[config.mk]
export PLATFORM = sky130hd
export DESIGN_NAME = info_port_decoder_flat
export DESIGN_NICKNAME = d
export VERILOG_FILES = /design/src/rtl/info_port_decoder_if.sv /design/src/rtl/info_port_decoder.sv /design/src/flat_wrapper.sv
export SDC_FILE = /design/constraint.sdc
export NUM_CORES = 1
export LEC_CHECK = 0
export ABC_AREA = 1
export CAP_MARGIN = 20
export CORE_MARGIN = 2
export CORE_UTILIZATION = 45
export CTS_CLUSTER_SIZE = 12
export DETAILED_ROUTE_END_ITERATION = 12
export PLACE_DENSITY = 0.78
export SETUP_SLACK_MARGIN = 0.3
export SYNTH_ARGS = -nofsm -noshare
export SYNTH_HDL_FRONTEND = slang
export SYNTH_SLANG_ARGS = --single-unit
[constraint.sdc]
create_clock -name clk -period 4.78 [get_ports clk]
set_clock_uncertainty 0.2 [all_clocks]
set_input_delay 0.478 -clock clk [delete_from_list [all_inputs] [get_ports clk]]
set_output_delay 0.478 -clock clk [all_outputs]
set_load 0.005 [all_outputs]
[src/rtl/info_port_decoder_if.sv]
// Info-record stream interface: producer-side record handshake, per-port dispatch and status.
interface info_port_decoder_if #(
    parameter int unsigned DEPTH  = 4,
    parameter int unsigned NPORTS = 16
);
    localparam int unsigned LW = $clog2(DEPTH) + 1;

    logic              in_valid;
    logic [3:0]        in_info;
    logic              in_ready;
    logic [NPORTS-1:0] port_valid;
    logic [NPORTS-1:0] port_ready;
    logic [LW-1:0]     level;
    logic [7:0]        err_count;
    logic              err_pulse;

    // Environment side: offers records and accepts per-port requests
    modport master (
        output in_valid, in_info, port_ready,
        input  in_ready, port_valid, level, err_count, err_pulse
    );

    // Decoder side
    modport slave (
        input  in_valid, in_info, port_ready,
        output in_ready, port_valid, level, err_count, err_pulse
    );
endinterface

[src/rtl/info_port_decoder.sv]
// Buffers info records in a small FIFO and dispatches the head record as a one-hot
// request to the addressed port. Records naming a port >= NPORTS are dropped and counted.
module info_port_decoder #(
    parameter int unsigned DEPTH  = 4,
    parameter int unsigned NPORTS = 16
) (
    input logic               clk,
    input logic               res,
    info_port_decoder_if.slave bus
);
    localparam int unsigned PW = $clog2(DEPTH);
    localparam int unsigned LW = PW + 1;
    localparam logic [4:0]  NPORTS_W = 5'(NPORTS);
    localparam logic [LW-1:0] FULL_LEVEL = LW'(DEPTH);

    logic [3:0]        mem [DEPTH];
    logic [PW-1:0]     wr_ptr_q;
    logic [PW-1:0]     rd_ptr_q;
    logic [LW-1:0]     level_q;
    logic [7:0]        err_count_q;
    logic              err_pulse_q;

    logic              accept;
    logic              legal;
    logic              push;
    logic              pop;
    logic              not_empty;
    logic [3:0]        head;
    logic [NPORTS-1:0] port_sel;

    // Handshake, legality and dispatch decode from registered state
    always_comb begin
        not_empty = (level_q != '0);
        accept    = bus.in_valid && (level_q != FULL_LEVEL);
        legal     = ({1'b0, bus.in_info} < NPORTS_W);
        push      = accept && legal;
        head      = mem[rd_ptr_q];
        port_sel  = NPORTS'(1) << head;
        // Only the ready bit of the addressed port can pop the head
        pop       = not_empty && (|(bus.port_ready & port_sel));
    end

    // Output drive
    always_comb begin
        bus.in_ready   = (level_q != FULL_LEVEL);
        bus.port_valid = not_empty ? port_sel : '0;
        bus.level      = level_q;
        bus.err_count  = err_count_q;
        bus.err_pulse  = err_pulse_q;
    end

    // Record storage; contents are don't-care until written
    always_ff @(posedge clk) begin
        if (push) begin
            mem[wr_ptr_q] <= bus.in_info;
        end
    end

    // Pointers and occupancy; pointers wrap naturally since DEPTH is a power of two
    always_ff @(posedge clk or posedge res) begin
        if (res) begin
            wr_ptr_q <= '0;
            rd_ptr_q <= '0;
            level_q  <= '0;
        end else begin
            if (push) begin
                wr_ptr_q <= wr_ptr_q + 1'b1;
            end
            if (pop) begin
                rd_ptr_q <= rd_ptr_q + 1'b1;
            end
            case ({push, pop})
                2'b10:   level_q <= level_q + 1'b1;
                2'b01:   level_q <= level_q - 1'b1;
                default: level_q <= level_q;
            endcase
        end
    end

    // Illegal-record drop pulse and saturating drop counter
    always_ff @(posedge clk or posedge res) begin
        if (res) begin
            err_pulse_q <= 1'b0;
            err_count_q <= '0;
        end else begin
            err_pulse_q <= accept && !legal;
            if (accept && !legal && (err_count_q != 8'hFF)) begin
                err_count_q <= err_count_q + 8'd1;
            end
        end
    end
endmodule

[src/flat_wrapper.sv]
// flat-port wrapper written by rule: the top's interface ports become plain ports
module info_port_decoder_flat 
#(
    parameter int unsigned DEPTH  = 4,
    parameter int unsigned NPORTS = 16
)
  (clk, res, bus_in_valid, bus_in_info, bus_port_ready, bus_in_ready, bus_port_valid, bus_level, bus_err_count, bus_err_pulse);
  info_port_decoder_if #(.DEPTH(DEPTH), .NPORTS(NPORTS)) bus_i ();
  input logic clk;
  input logic res;
  input wire logic [$bits(bus_i.in_valid)-1:0] bus_in_valid;
  input wire logic [$bits(bus_i.in_info)-1:0] bus_in_info;
  input wire logic [$bits(bus_i.port_ready)-1:0] bus_port_ready;
  output wire logic [$bits(bus_i.in_ready)-1:0] bus_in_ready;
  output wire logic [$bits(bus_i.port_valid)-1:0] bus_port_valid;
  output wire logic [$bits(bus_i.level)-1:0] bus_level;
  output wire logic [$bits(bus_i.err_count)-1:0] bus_err_count;
  output wire logic [$bits(bus_i.err_pulse)-1:0] bus_err_pulse;
  assign bus_i.in_valid = bus_in_valid;
  assign bus_i.in_info = bus_in_info;
  assign bus_i.port_ready = bus_port_ready;
  assign bus_in_ready = bus_i.in_ready;
  assign bus_port_valid = bus_i.port_valid;
  assign bus_level = bus_i.level;
  assign bus_err_count = bus_i.err_count;
  assign bus_err_pulse = bus_i.err_pulse;
  info_port_decoder #(.DEPTH(DEPTH), .NPORTS(NPORTS)) u_core (.clk(clk), .res(res), .bus(bus_i));
endmodule
==> results.yml <==
status:
  status: "finished, final reports clean"
cts:
  clk_latency_ns: 0.27
  htreeDepth: 1
  cts_root_buffer: "clkbuf_8"
  post-cts-setup-buffers: 0
  cts_tree: "yes"
  cts-buffers-inserted: 3
  clk_pin_slew_ns: 0.08
  clockBufferDepth: 2
  hold_buffers: 0
  ctsResizeCount: 0
  clock-sinks: 23
synthesis:
  synth_area_sq_um: 1720
  synth-seq-cells: 23
  async_reset_ff_frac: 0.304
  synth-edff-count: 16
  synth_top_cell_area_share: 0.279
  yosysTopAreaCell: "edfxtp_1"
  synthTopCellsByArea: "edfxtp_1, dfrtp_1, nand2_1"
  ys_types: 32
  yosysWarnings: 0
  ys_seq_area_frac: 0.380
  synthCells: 205
  syn_avg_cell_area_sq_um: 8.41
  synth_ff_type: "edfxtp_1"
floorplan:
  rows: 22
  coreArea_sq_um: 3660
  io-pin-count: 52
  dieHeight_um: 65.9
  start_util: 0.471
  die_area_sq_um: 4340
  die_x_um: 65.9
placement:
  port_buffers: 42
  place_area_sq_um: 2110
  dp_hpwl_um: 2900
  gp_congestion: 0.888
cells_and_area:
  layout-drive-gt1-share: 0.136
  fin_area_sq_um: 2150
  antenna-diode-count: 0
  fin_nets: 273
  syn_to_final_growth_pct: 24.8
hold_path:
  hold_path.class: "primary input to async pin"
global_route:
  grt_pass1_wl_um: 5900
  overflow: 0
  grt_pass1_vias: 1278
  grt_max_degree: 19
  antenna_found_initial: 0
  grt_usage: 0.181
drt:
  wl_um: 3670
  initialDrtViolationCount: 125
  vias: 1449
  antenna_left: 0
  drc: 0
  first_pass_iters: 4
  vias_per_cell: 4.98
  wire_per_inst_um: 12.6
timing:
  hold_viol: 0
  fin_crit_ns: 3.08
  worst_pin_slew_ns: 1.01
  fmax_mhz: 325
  setup_viol: 0
  fin_setup_tns_ns: 0
  relSlewSlack: 0.326
  final_max_slew_viol_count: 0
  fin_crit_sh: 0.645
  rsz0062_at_grt: "no"
setup_path:
  crit_buf_inv: 3
  worstPathArrival_ns: 3.04
  setup.worst_path.end_class: "flop"
  crit_chain: "inv_2, nand2_1, nand2_1, nand2_1, nand2_1, nor2_4, nand4_1, nand2_1, nor2_1, nand2_1, o21ai_2, inv_1, ha_1, inv_1, fa_1, a21oi_1, o21ai_0, xnor2_1"
  cp_top_family: "simple AND/OR/NAND/NOR gates"
  path_common_cell: "nand2_1"
  crit_required_ns: 4.74
  startpoint_type: "flop"
  criticalPathCategory: "flop to flop"
  path_max_fanout: 13
  max_stage_delay_ns: 0.60
  slowest_stage: "dfrtp_1"
power_and_ir_drop:
  leakage_nw: 0.952
  ir_drop_v: 0.000275
  p_total_w: 0.00148
  p_per_area_nw_per_um2: 686
run:
  max_cap_viol_count: 0
stage by stage:
step | std cells | util | hold slack (ns) | setup slack (ns)
detailed placement | 287 | 0.576 | 0.349 | 1.72
global placement | 287 | 0.576 | 0.317 | 1.78
CTS | 291 | 0.588 | 0.253 | 1.70
floorplan | 213 | - | 0.0814 | 2.15
finish | 291 | 0.588 | 0.242 | 1.70
global route | 291 | 0.588 | 0.258 | 1.40
worst paths after layout:
kind / startpoint / endpoint / slack, ns / cells past startpoint
max in group asynchronous: res / u_core.wr_ptr_q[1] / 3.91 / 2
max reg2reg: u_core.rd_ptr_q[0] / u_core.bus.level[2] / 1.70 / 18
min in group clk: u_core.bus.level[2] / u_core.bus.level[2] / 0.36 / 1
max: u_core.rd_ptr_q[0] / u_core.bus.level[2] / 1.70 / 18
min reg2reg: u_core.bus.level[2] / u_core.bus.level[2] / 0.36 / 1
min: res / u_core.wr_ptr_q[0] / 0.24 / 2
layer usage:
layer	vias up	GRT usage	share of wire
met1	652	0.229	0.44
met4	0	0.0781	0.017
met3	5	0.0290	0.068
li1	735	-	-
met5	-	0	0
met2	57	0.302	0.48
logic make-up after synthesis:
group / Yosys count / synth area share
DFF: 23 / 0.380
adders and majority gates: 6 / 0.0479
AOI/OAI and AO/OA: 6 / 0.0196
buffers and inverters: 38 / 0.129
and+or+nand+nor: 128 / 0.406
xor gates and xnor gates: 3 / 0.0152
other: 1 / 0.00217
layout by cell type (no fill, tap or decap), types with 5 or more instances in the layout:
cell type,synthesis,routed
clkdlybuf4s50_1,0,42
conb_1,1,9
dfrtp_1,7,7
edfxtp_1,16,16
ha_1,5,5
inv_1,18,18
nand2_1,39,39
nand2_2,5,5
nand2_4,5,5
nand3_1,20,20
nand3_2,6,6
nand4_1,11,11
nor2_1,28,28
sequential cells by signal, summed over array words and instances, names as in the netlist:
register	count
u_core.mem	16
u_core.bus.level	3
u_core.rd_ptr_q	2
u_core.wr_ptr_q	2
report_power, final:
group | total, W | leakage (nW) | switching (W) | internal [W]
Combinational | 0.00101 | 0.700 | 0.000619 | 0.000395
Sequential | 0.000343 | 0.229 | 0.0000622 | 0.000280
Clock | 0.000119 | 0.0228 | 0.0000596 | 0.0000595
worst reg2reg max path, stage by stage (launching register included):
cell and delay (ns):
dfrtp_1 0.60, inv_2 0.16, nand2_1 0.13, nand2_1 0.06, nand2_1 0.06, nand2_1 0.09
nor2_4 0.19, nand4_1 0.16, nand2_1 0.10, nor2_1 0.04, nand2_1 0.11, o21ai_2 0.07
inv_1 0.05, ha_1 0.13, inv_1 0.06, fa_1 0.37, a21oi_1 0.14, o21ai_0 0.12
xnor2_1 0.14
final cells by class:
type	instances	area, sq um
multi-input cells	152	881
fillers	328	1510
well taps	48	60.1
clock buffers	4	45.0
repair buffers	42	420
flip-flops and latches	23	656
inverters	22	90.1
cell usage after synthesis, types with 2 or more instances:
cell      count
ha_1          5
edfxtp_1     16
buf_4         9
inv_1        18
xnor2_1       2
nand4_1      11
nor2_2        3
o21ai_0       2
nand2_4       5
nand2_2       5
nand4_2       2
buf_6         5
nor2_8        2
nand3_2       6
nor4_1        4
nand3_1      20
inv_4         3
nor2_1       28
nand2_1      39
dfrtp_1       7
a21oi_1       2
No activity file was read; power rests on OpenSTA's default activity.
